===== src/rtl/parking_pkg.sv =====
// parking_pkg: FSM encoding, status-lamp patterns and width helpers shared by the car-park controller.
package parking_pkg;
    typedef enum logic [2:0] {
        ST_IDLE,
        ST_ENTRY_CODE,
        ST_EXIT_CODE,
        ST_GRANT_IN,
        ST_GRANT_OUT,
        ST_DENY,
        ST_LOCKOUT
    } state_e;
    // Lamp vectors are ordered {GREEN, RED, IDLE, LOCK}.
    localparam logic [3:0] LED_IDLE  = 4'b0010;
    localparam logic [3:0] LED_CODE  = 4'b1100;
    localparam logic [3:0] LED_GRANT = 4'b1000;
    localparam logic [3:0] LED_DENY  = 4'b0100;
    localparam logic [3:0] LED_LOCK  = 4'b0101;
    function automatic int clog2(input int v);
        int r;
        r = 0;
        while ((1 << r) < v) r++;
        return r;
    endfunction
    function automatic int max2(input int a, input int b);
        return a > b ? a : b;
    endfunction
    function automatic logic [3:0] led_of(input state_e s);
        return s == ST_IDLE ? LED_IDLE :
               (s == ST_ENTRY_CODE || s == ST_EXIT_CODE) ? LED_CODE :
               (s == ST_GRANT_IN || s == ST_GRANT_OUT) ? LED_GRANT :
               s == ST_DENY ? LED_DENY : LED_LOCK;
    endfunction
endpackage


===== src/rtl/parking_lot_ctrl_btn_edge.sv =====
// btn_edge: two-flop synchroniser for a raw pushbutton followed by a one-cycle rising-edge pulse.
module btn_edge (
    input  logic clk,
    input  logic reset_n,
    input  logic btn_i,
    output logic rise_o
);
    logic [2:0] sync_q;
    always_ff @(posedge clk or negedge reset_n) begin
        if (!reset_n) sync_q <= '0;
        else sync_q <= {sync_q[1:0], btn_i};
    end
    assign rise_o = sync_q[1] & ~sync_q[2];
endmodule


===== src/rtl/parking_lot_ctrl.sv =====
// parking_lot_ctrl: passcode-gated car-park gate controller with per-slot parking timers,
// exit fee display, code-entry timeout and a lockout after repeated wrong codes.
module parking_lot_ctrl
    import parking_pkg::*;
#(
    parameter int NUM_SLOTS    = 4,
    parameter int CODE_LEN     = 4,
    parameter int TICK_DIV     = 100_000_000,
    parameter int TIME_W       = 8,
    parameter int GRANT_TICKS  = 1,
    parameter int CODE_TIMEOUT = 10,
    parameter int MAX_TRIES    = 3,
    parameter int LOCK_TICKS   = 30,
    parameter int SHOW_TICKS   = 3,
    parameter int RATE_SHIFT   = 2
) (
    input  logic                            clk,
    input  logic                            reset_n,
    input  logic                            sensor_entrance,
    input  logic                            sensor_exit,
    input  logic                            pushbutton_0,
    input  logic                            pushbutton_1,
    input  logic [NUM_SLOTS*CODE_LEN-1:0]   slot_codes,
    output logic [NUM_SLOTS-1:0]            occupied,
    output logic [clog2(NUM_SLOTS+1)-1:0]   num_cars,
    output logic [TIME_W-1:0]               digit_out,
    output logic                            GREEN_LED,
    output logic                            RED_LED,
    output logic                            IDLE_LED,
    output logic                            LOCK_LED
);
    localparam int NC_W  = clog2(NUM_SLOTS + 1);
    localparam int IDX_W = max2(clog2(NUM_SLOTS), 1);
    localparam int KEY_W = clog2(CODE_LEN + 1);
    localparam int TRY_W = clog2(MAX_TRIES + 1);
    localparam int DIV_W = max2(clog2(TICK_DIV), 1);
    localparam int CNT_W = clog2(max2(max2(GRANT_TICKS, CODE_TIMEOUT), max2(LOCK_TICKS, SHOW_TICKS)) + 1);

    state_e              state_q, state_d;
    logic [CODE_LEN-1:0] sr_q, sr_d;
    logic [KEY_W-1:0]    kc_q, kc_d;
    logic [CNT_W-1:0]    cnt_q, cnt_d, show_cnt_q, show_cnt_d, limit;
    logic [TRY_W-1:0]    tries_q, tries_d;
    logic [NUM_SLOTS-1:0] occ_q, occ_d;
    logic [TIME_W-1:0]   timer_q [NUM_SLOTS];
    logic [TIME_W-1:0]   timer_d [NUM_SLOTS];
    logic [TIME_W-1:0]   fee_q, fee_d, digit_q, digit_d;
    logic                show_q, show_d;
    logic [3:0]          led_q;
    logic [DIV_W-1:0]    div_q;
    logic                tick, done, rise0, rise1, key_any, key_ok, hit;
    logic [IDX_W-1:0]    hit_idx;

    btn_edge u_btn0 (.clk(clk), .reset_n(reset_n), .btn_i(pushbutton_0), .rise_o(rise0));
    btn_edge u_btn1 (.clk(clk), .reset_n(reset_n), .btn_i(pushbutton_1), .rise_o(rise1));

    // Simultaneous presses still restart the entry timeout but never shift in a bit.
    assign key_any = rise0 | rise1;
    assign key_ok  = rise0 ^ rise1;
    assign tick    = div_q == DIV_W'(TICK_DIV - 1);

    always_comb begin
        hit     = 1'b0;
        hit_idx = '0;
        for (int i = NUM_SLOTS - 1; i >= 0; i--) begin
            if (slot_codes[i*CODE_LEN +: CODE_LEN] == sr_q) begin
                hit     = 1'b1;
                hit_idx = IDX_W'(i);
            end
        end
    end

    always_comb begin
        limit = state_q == ST_LOCKOUT ? CNT_W'(LOCK_TICKS - 1) :
                (state_q == ST_ENTRY_CODE || state_q == ST_EXIT_CODE) ? CNT_W'(CODE_TIMEOUT - 1) :
                CNT_W'(GRANT_TICKS - 1);
        done  = tick && cnt_q == limit;
    end

    always_comb begin
        state_d    = state_q;
        sr_d       = sr_q;
        kc_d       = kc_q;
        tries_d    = tries_q;
        occ_d      = occ_q;
        fee_d      = fee_q;
        show_d     = show_q;
        show_cnt_d = show_cnt_q;
        cnt_d      = tick ? cnt_q + 1'b1 : cnt_q;
        for (int i = 0; i < NUM_SLOTS; i++)
            timer_d[i] = (tick && occ_q[i] && timer_q[i] != '1) ? timer_q[i] + 1'b1 : timer_q[i];
        if (show_q && tick) begin
            show_d     = show_cnt_q != CNT_W'(SHOW_TICKS - 1);
            show_cnt_d = show_cnt_q + 1'b1;
        end
        case (state_q)
            ST_IDLE: begin
                state_d = (sensor_entrance && num_cars < NC_W'(NUM_SLOTS)) ? ST_ENTRY_CODE :
                          (sensor_exit && num_cars != '0) ? ST_EXIT_CODE : ST_IDLE;
                sr_d    = '0;
                kc_d    = '0;
            end
            ST_ENTRY_CODE, ST_EXIT_CODE: begin
                if (kc_q == KEY_W'(CODE_LEN)) begin
                    if (!hit || occ_q[hit_idx] != (state_q == ST_EXIT_CODE)) begin
                        state_d = ST_DENY;
                        tries_d = tries_q + 1'b1;
                    end else if (state_q == ST_ENTRY_CODE) begin
                        state_d          = ST_GRANT_IN;
                        tries_d          = '0;
                        occ_d[hit_idx]   = 1'b1;
                        timer_d[hit_idx] = '0;
                    end else begin
                        state_d        = ST_GRANT_OUT;
                        tries_d        = '0;
                        occ_d[hit_idx] = 1'b0;
                        fee_d          = timer_q[hit_idx] >> RATE_SHIFT;
                        show_d         = 1'b1;
                        show_cnt_d     = '0;
                    end
                end else if (key_any) begin
                    cnt_d = '0;
                    if (key_ok) begin
                        sr_d = (sr_q << 1) | CODE_LEN'(rise1);
                        kc_d = kc_q + 1'b1;
                    end
                end else if (done) begin
                    state_d = ST_IDLE;
                end
            end
            ST_GRANT_IN, ST_GRANT_OUT: state_d = done ? ST_IDLE : state_q;
            ST_DENY: state_d = !done ? ST_DENY : tries_q == TRY_W'(MAX_TRIES) ? ST_LOCKOUT : ST_IDLE;
            ST_LOCKOUT: begin
                state_d = done ? ST_IDLE : ST_LOCKOUT;
                tries_d = done ? '0 : tries_q;
            end
            default: state_d = ST_IDLE;
        endcase
        if (state_d != state_q) cnt_d = '0;
        digit_d = show_d ? fee_d : TIME_W'($countones(occ_d));
    end

    always_ff @(posedge clk or negedge reset_n) begin
        if (!reset_n) begin
            state_q    <= ST_IDLE;
            sr_q       <= '0;
            kc_q       <= '0;
            cnt_q      <= '0;
            tries_q    <= '0;
            occ_q      <= '0;
            fee_q      <= '0;
            show_q     <= 1'b0;
            show_cnt_q <= '0;
            digit_q    <= '0;
            led_q      <= LED_IDLE;
            div_q      <= '0;
            for (int i = 0; i < NUM_SLOTS; i++) timer_q[i] <= '0;
        end else begin
            state_q    <= state_d;
            sr_q       <= sr_d;
            kc_q       <= kc_d;
            cnt_q      <= cnt_d;
            tries_q    <= tries_d;
            occ_q      <= occ_d;
            fee_q      <= fee_d;
            show_q     <= show_d;
            show_cnt_q <= show_cnt_d;
            digit_q    <= digit_d;
            led_q      <= led_of(state_q);
            div_q      <= tick ? '0 : div_q + 1'b1;
            for (int i = 0; i < NUM_SLOTS; i++) timer_q[i] <= timer_d[i];
        end
    end

    assign occupied  = occ_q;
    assign num_cars  = NC_W'($countones(occ_q));
    assign digit_out = digit_q;
    assign {GREEN_LED, RED_LED, IDLE_LED, LOCK_LED} = led_q;
endmodule


===== config.mk =====
export PLATFORM = sky130hd
export DESIGN_NAME = parking_lot_ctrl
export DESIGN_NICKNAME = d
export VERILOG_FILES = /design/src/rtl/parking_pkg.sv /design/src/rtl/parking_lot_ctrl_btn_edge.sv /design/src/rtl/parking_lot_ctrl.sv
export SDC_FILE = /design/constraint.sdc
export NUM_CORES = 1
export LEC_CHECK = 0
export CELL_PAD_IN_SITES_DETAIL_PLACEMENT = 0
export CELL_PAD_IN_SITES_GLOBAL_PLACEMENT = 1
export CORE_ASPECT_RATIO = 0.6
export CORE_UTILIZATION = 49
export CTS_BUF_LIST = sky130_fd_sc_hd__clkbuf_8
export DETAILED_ROUTE_END_ITERATION = 16
export GPL_TIMING_DRIVEN = 0
export PLACE_DENSITY_LB_ADDON = 0.15
export SETUP_SLACK_MARGIN = 0.5
export SYNTH_ARGS = -nofsm -noshare
export SYNTH_HDL_FRONTEND = slang
export SYNTH_SLANG_ARGS = --single-unit
export TNS_END_PERCENT = 10

===== constraint.sdc =====
create_clock -name clk -period 4.7 [get_ports clk]
set_input_delay 0.94 -clock clk [delete_from_list [all_inputs] [get_ports clk]]
set_output_delay 0.94 -clock clk [all_outputs]
set_load 0.005 [all_outputs]

==> flow_summary_export.csv, run 1 <==
group,metric,value,unit
run_status,outcome,"finished, final reports clean",
floorplan,core_area,12180,um2
logic_synthesis,synthCells,610,
pwr,vdd_drop_max,172.9,uV
cells_and_area,area_growth,16.63,%
drt,drt_iter0_drc,440,
place,portBuffers,40,
logic_synthesis,synth-seq-area-share,45.34,%
pwr,power_frac_comb,33.5,%
sta,period_share,87.50,%
pwr,power_frac_seq,45.3,%
hold_path,min_path_cells,0,
job,cap_violations,0,
floorplan,die_x,147.0,um
drt,avgViaCountPerCell,5.692,
floorplan,row_count,31,
global_route,antenna_found_initial,0,
global_route,grt_max_degree,72,
pwr,powerDensity,368.2,nW/um2
clock_tree,cts_tree,"built",
place,gp_congestion,0.8803,
drt,wl,14800,um
logic_synthesis,synth_compound_area_share,10.50,%
sta,finalHoldViolCount,0,
sta,fin_hold_ws,370.9,ps
place,dp_slack,-116.3,ps
sta,layout_setup_ws,587.7,ps
clock_tree,clk_latency,380,ps
cells_and_area,post-route-util,59.23,%
worst_setup_path,crit_path_end,"digit_out[1]$_DFF_PN0_",
worst_setup_path,r2r-start,"state_q[1]$_DFF_PN0_",
clock_tree,clockBufferDepth,2,
drt,drcViolationCount,0,
drt,wl_per_cell,17.45,um
drt,num_vias,4827,
logic_synthesis,synthTopCellsByArea,"dfrtp_1 45%, xor2_1 8.2%, nor2_1 4.4%",
cells_and_area,num-nets-final,719,
worst_setup_path,crit_path_max_fanout,5,
logic_synthesis,syn-cell-area,6185,um2
worst_setup_path,worst_setup_path_end_kind,"flop",
pwr,pwr-share-clk,21.2,%
global_route,grt_pass1_vias,4343,
worst_setup_path,crit_path_frequent_cell,"buf_4",
drt,drt_pass1_iterations,6,
pwr,p_switching,985.8,uW
global_route,grt_pass1_wl,23560,um
worst_setup_path,crit_slowest_cell,"nor4_2",
floorplan,die-area,13090,um2
floorplan,num_io_pins,41,
clock_tree,htreeDepth,3,
logic_synthesis,ys_ff_latch,112,
logic_synthesis,synthArstFlopShare,100.0,%
logic_synthesis,synth_fp_nets,650,
global_route,grt_overflow,0,
logic_synthesis,yosys.area_share.xor_xnor,10.90,%
logic_synthesis,synth_edf_count,0,
sta,finalMaxSlewViolations,0,
worst_setup_path,critPathTopFamily,"adder cells",
floorplan,start_util,50.78,%
logic_synthesis,synthSimpleGateAreaFrac,23.91,%
logic_synthesis,yosys.area_share.adder,3.884,%
worst_setup_path,crit_path_start_kind,"primary input",
clock_tree,cts_num_sinks,112,
logic_synthesis,ys.flop_type,"dfrtp_1",
cells_and_area,fin_area,7213,um2
logic_synthesis,netlist.top_cell.by_area,"dfrtp_1",
logic_synthesis,synth_top_family_by_area,"simple AND/OR/NAND/NOR gates",
pwr,internal-power,1.670,mW
worst_setup_path,critPathRequiredTime,4970,ps
worst_setup_path,reg2regPathDepth,13,
worst_setup_path,worstPathCellList,"clkdlybuf4s50_1 -> xor2_1 -> nor4_4 -> buf_4 -> buf_4 -> nor4_2 -> a21oi_1 -> a31o_2 -> fa_1 -> ha_2 -> ha_1 -> mux2i_1 -> a21boi_1",
logic_synthesis,ys.warnings.count,0,
floorplan,die_y,89.03,um
place,dpl_cell_area,6824,um2
worst_setup_path,arrival,4380,ps
worst_setup_path,path_depth,13,
cells_and_area,diodes,0,
worst_setup_path,r2r_setup_slack,930,ps
worst_setup_path,max_stage_delay,670,ps
hold_path,min_path_type,"flop to flop",
sta,fmax,0.2432,GHz
place,dp_hpwl,10580,um
worst_setup_path,crit_buf_inv,3,
worst_setup_path,reg2reg_to,"digit_out[1]$_DFF_PN0_",
logic_synthesis,ys_types,70,
worst_setup_path,crit_start,"slot_codes[13]",
pwr,swShare,37.12,%
sta,tightest_slew,902.0,ps
worst_setup_path,crit_type,"primary input to flop",
logic_synthesis,synth_top_area_share,44.91,%
global_route,grtUsageTotal,23.25,%
cells_and_area,drive_gt1_share,12.15,%
logic_synthesis,synth_mux_area_share,2.327,%
sta,rsz0062_at_grt,"no",
sta,fin_crit,4112,ps
clock_tree,numCtsBuffers,9,
sta,fin_skew,11.40,ps
drt,drtAntennaViolNets,0,
clock_tree,cts.clk_slew.worst_paths,120,ps
clock_tree,cts_root_buf,"clkbuf_8",
sta,setup_violations,0,
logic_synthesis,avgSynthCellArea,10.14,um2
sta,slew_headroom,39.31,%
pwr,static-leakage-power,3.006,nW
-- synth_stat cells, types with 3 or more instances --
master	count
nand2_1	38
and2_1	9
o211ai_1	9
nor2_1	73
mux2_2	3
a21oi_1	18
buf_4	3
o21a_1	5
o21ai_0	6
a31o_2	6
nor4_4	3
a222oi_1	4
nor2b_1	6
or4_1	4
and3_1	18
mux2i_1	11
a211oi_1	4
nand2b_1	6
nand3_1	29
xnor2_1	19
nor4b_4	3
dfrtp_1	111
nor4_1	4
a22o_1	4
clkbuf_1	10
inv_1	21
nand4_1	31
xor2_1	58
and4_1	5
a21boi_0	4
nor3_1	13
ha_1	16
buf_2	6
-- cells by family (layout without fill, tap and decap cells) --
kind of cell | Yosys count | after routing
AND/OR/NAND/NOR | 262 | 262
flip-flops | 112 | 112
AO/OA/AOI/OAI | 83 | 83
XOR/XNOR | 77 | 77
buffers and inverters | 44 | 117
adder cells (fa/ha/maj) | 18 | 18
multiplexers | 14 | 14
-- area by class of cell --
cell class | instances | area (um2)
buffer | 22 | 121.4
clock buffer | 9 | 123.9
clock inverter | 6 | 63.81
fill | 1036 | 4966
inverter | 22 | 85.08
multi-input combinational | 454 | 3251
sequential | 112 | 2804
tap | 165 | 206.4
timing repair buffer | 58 | 558.0
-- power by group through the flow --
stage,Combinational (mW),Sequential [mW],Clock (mW)
after floorplan,0.583,1.19,0
final,0.890,1.20,0.562
after detailed placement,0.832,1.22,0
after CTS,0.865,1.20,0.586
after global placement,0.809,1.21,0
after global routing,0.976,1.22,0.620
-- worst min-delay path by stage --
stage / startpoint / to
finish: u_btn1.sync_q[0]$_DFF_PN0_ / u_btn1.sync_q[1]$_DFF_PN0_
global route: u_btn1.sync_q[0]$_DFF_PN0_ / u_btn1.sync_q[1]$_DFF_PN0_
CTS: u_btn1.sync_q[0]$_DFF_PN0_ / u_btn1.sync_q[1]$_DFF_PN0_
detailed placement: u_btn1.sync_q[0]$_DFF_PN0_ / u_btn1.sync_q[1]$_DFF_PN0_
global placement: u_btn0.sync_q[0]$_DFF_PN0_ / u_btn0.sync_q[1]$_DFF_PN0_
floorplan: u_btn0.sync_q[0]$_DFF_PN0_ / u_btn0.sync_q[1]$_DFF_PN0_
-- metrics by stage --
stage               std cells  power (mW)  setup TNS [ps]
global placement          815       2.021         -184940
CTS                       841       2.650               0
detailed placement        817       2.048          -124.6
floorplan                 610       1.773               0
global route              848       2.816               0
finish                    848       2.656               0
-- state kept, by name, indices dropped and copies added (netlist names) --
| name | flops |
|---|---|
| tries_q | 2 |
| digit_out | 8 |
| sr_q | 4 |
| u_btn0.sync_q | 3 |
| timer_q | 32 |
| cnt_q | 5 |
| led_q | 4 |
| show_cnt_q | 5 |
| kc_q | 3 |
| occupied | 4 |
| div_q | 27 |
| show_q | 1 |
| u_btn1.sync_q | 3 |
| fee_q | 8 |
| state_q | 3 |
-- worst register-to-register path, stage by stage, from the launching register on --
cell      delay (ps)
dfrtp_1          340
clkbuf_1         300
nand2b_1          90
clkbuf_1         250
a21oi_1          220
clkbuf_1         410
nand4_1          180
or4_1            440
a31o_2           250
fa_1             480
ha_2             200
ha_1             270
mux2i_1          140
a21boi_1          90
-- timing repair --
item,4_1_cts,5_1_grt
hold buffers,0,0
buffers inserted,9,7
resized for setup,7,10
gates cloned,0,0
setup endpoints to repair,3,3
pin swaps,7,8
hold endpoints to repair,0,0
-- metal layers --
metal	share of wire (%)	wire length, um	global-route usage (%)
met5	0	0	0
met1	53	7843	35.98
met3	7.9	1171	6.888
met4	0.65	96	4.217
met2	38	5685	31.69
-- cell usage in the layout (no fill, tap or decap), drive strengths merged, types with 9 or more instances in the layout --
cell,synthesis,routed
o211ai,9,9
a21oi,18,18
xor2,58,58
and3,18,18
clkbuf,10,19
buf,12,31
xnor2,19,19
nand4,31,31
dfrtp,111,111
nand3,29,29
nor3,15,15
mux2i,11,11
inv,22,25
ha,16,16
nand2,39,39
clkdlybuf4s50,0,37
and2,9,9
nor2,74,74
(Power assumes the default switching activity.)
==> inputs of run 2 (changes only) <==
CTS_CLUSTER_SIZE = 28   (was default)
TNS_END_PERCENT = default   (was 10)
==> results of run 2 <==
No change in the layout: final DEF, timing and power equal those of run 1.
==> inputs of run 3 (changes only) <==
GPL_ROUTABILITY_DRIVEN = 1   (was default)
==> results of run 3 <==
No change in the layout: final DEF, timing and power equal those of run 1.
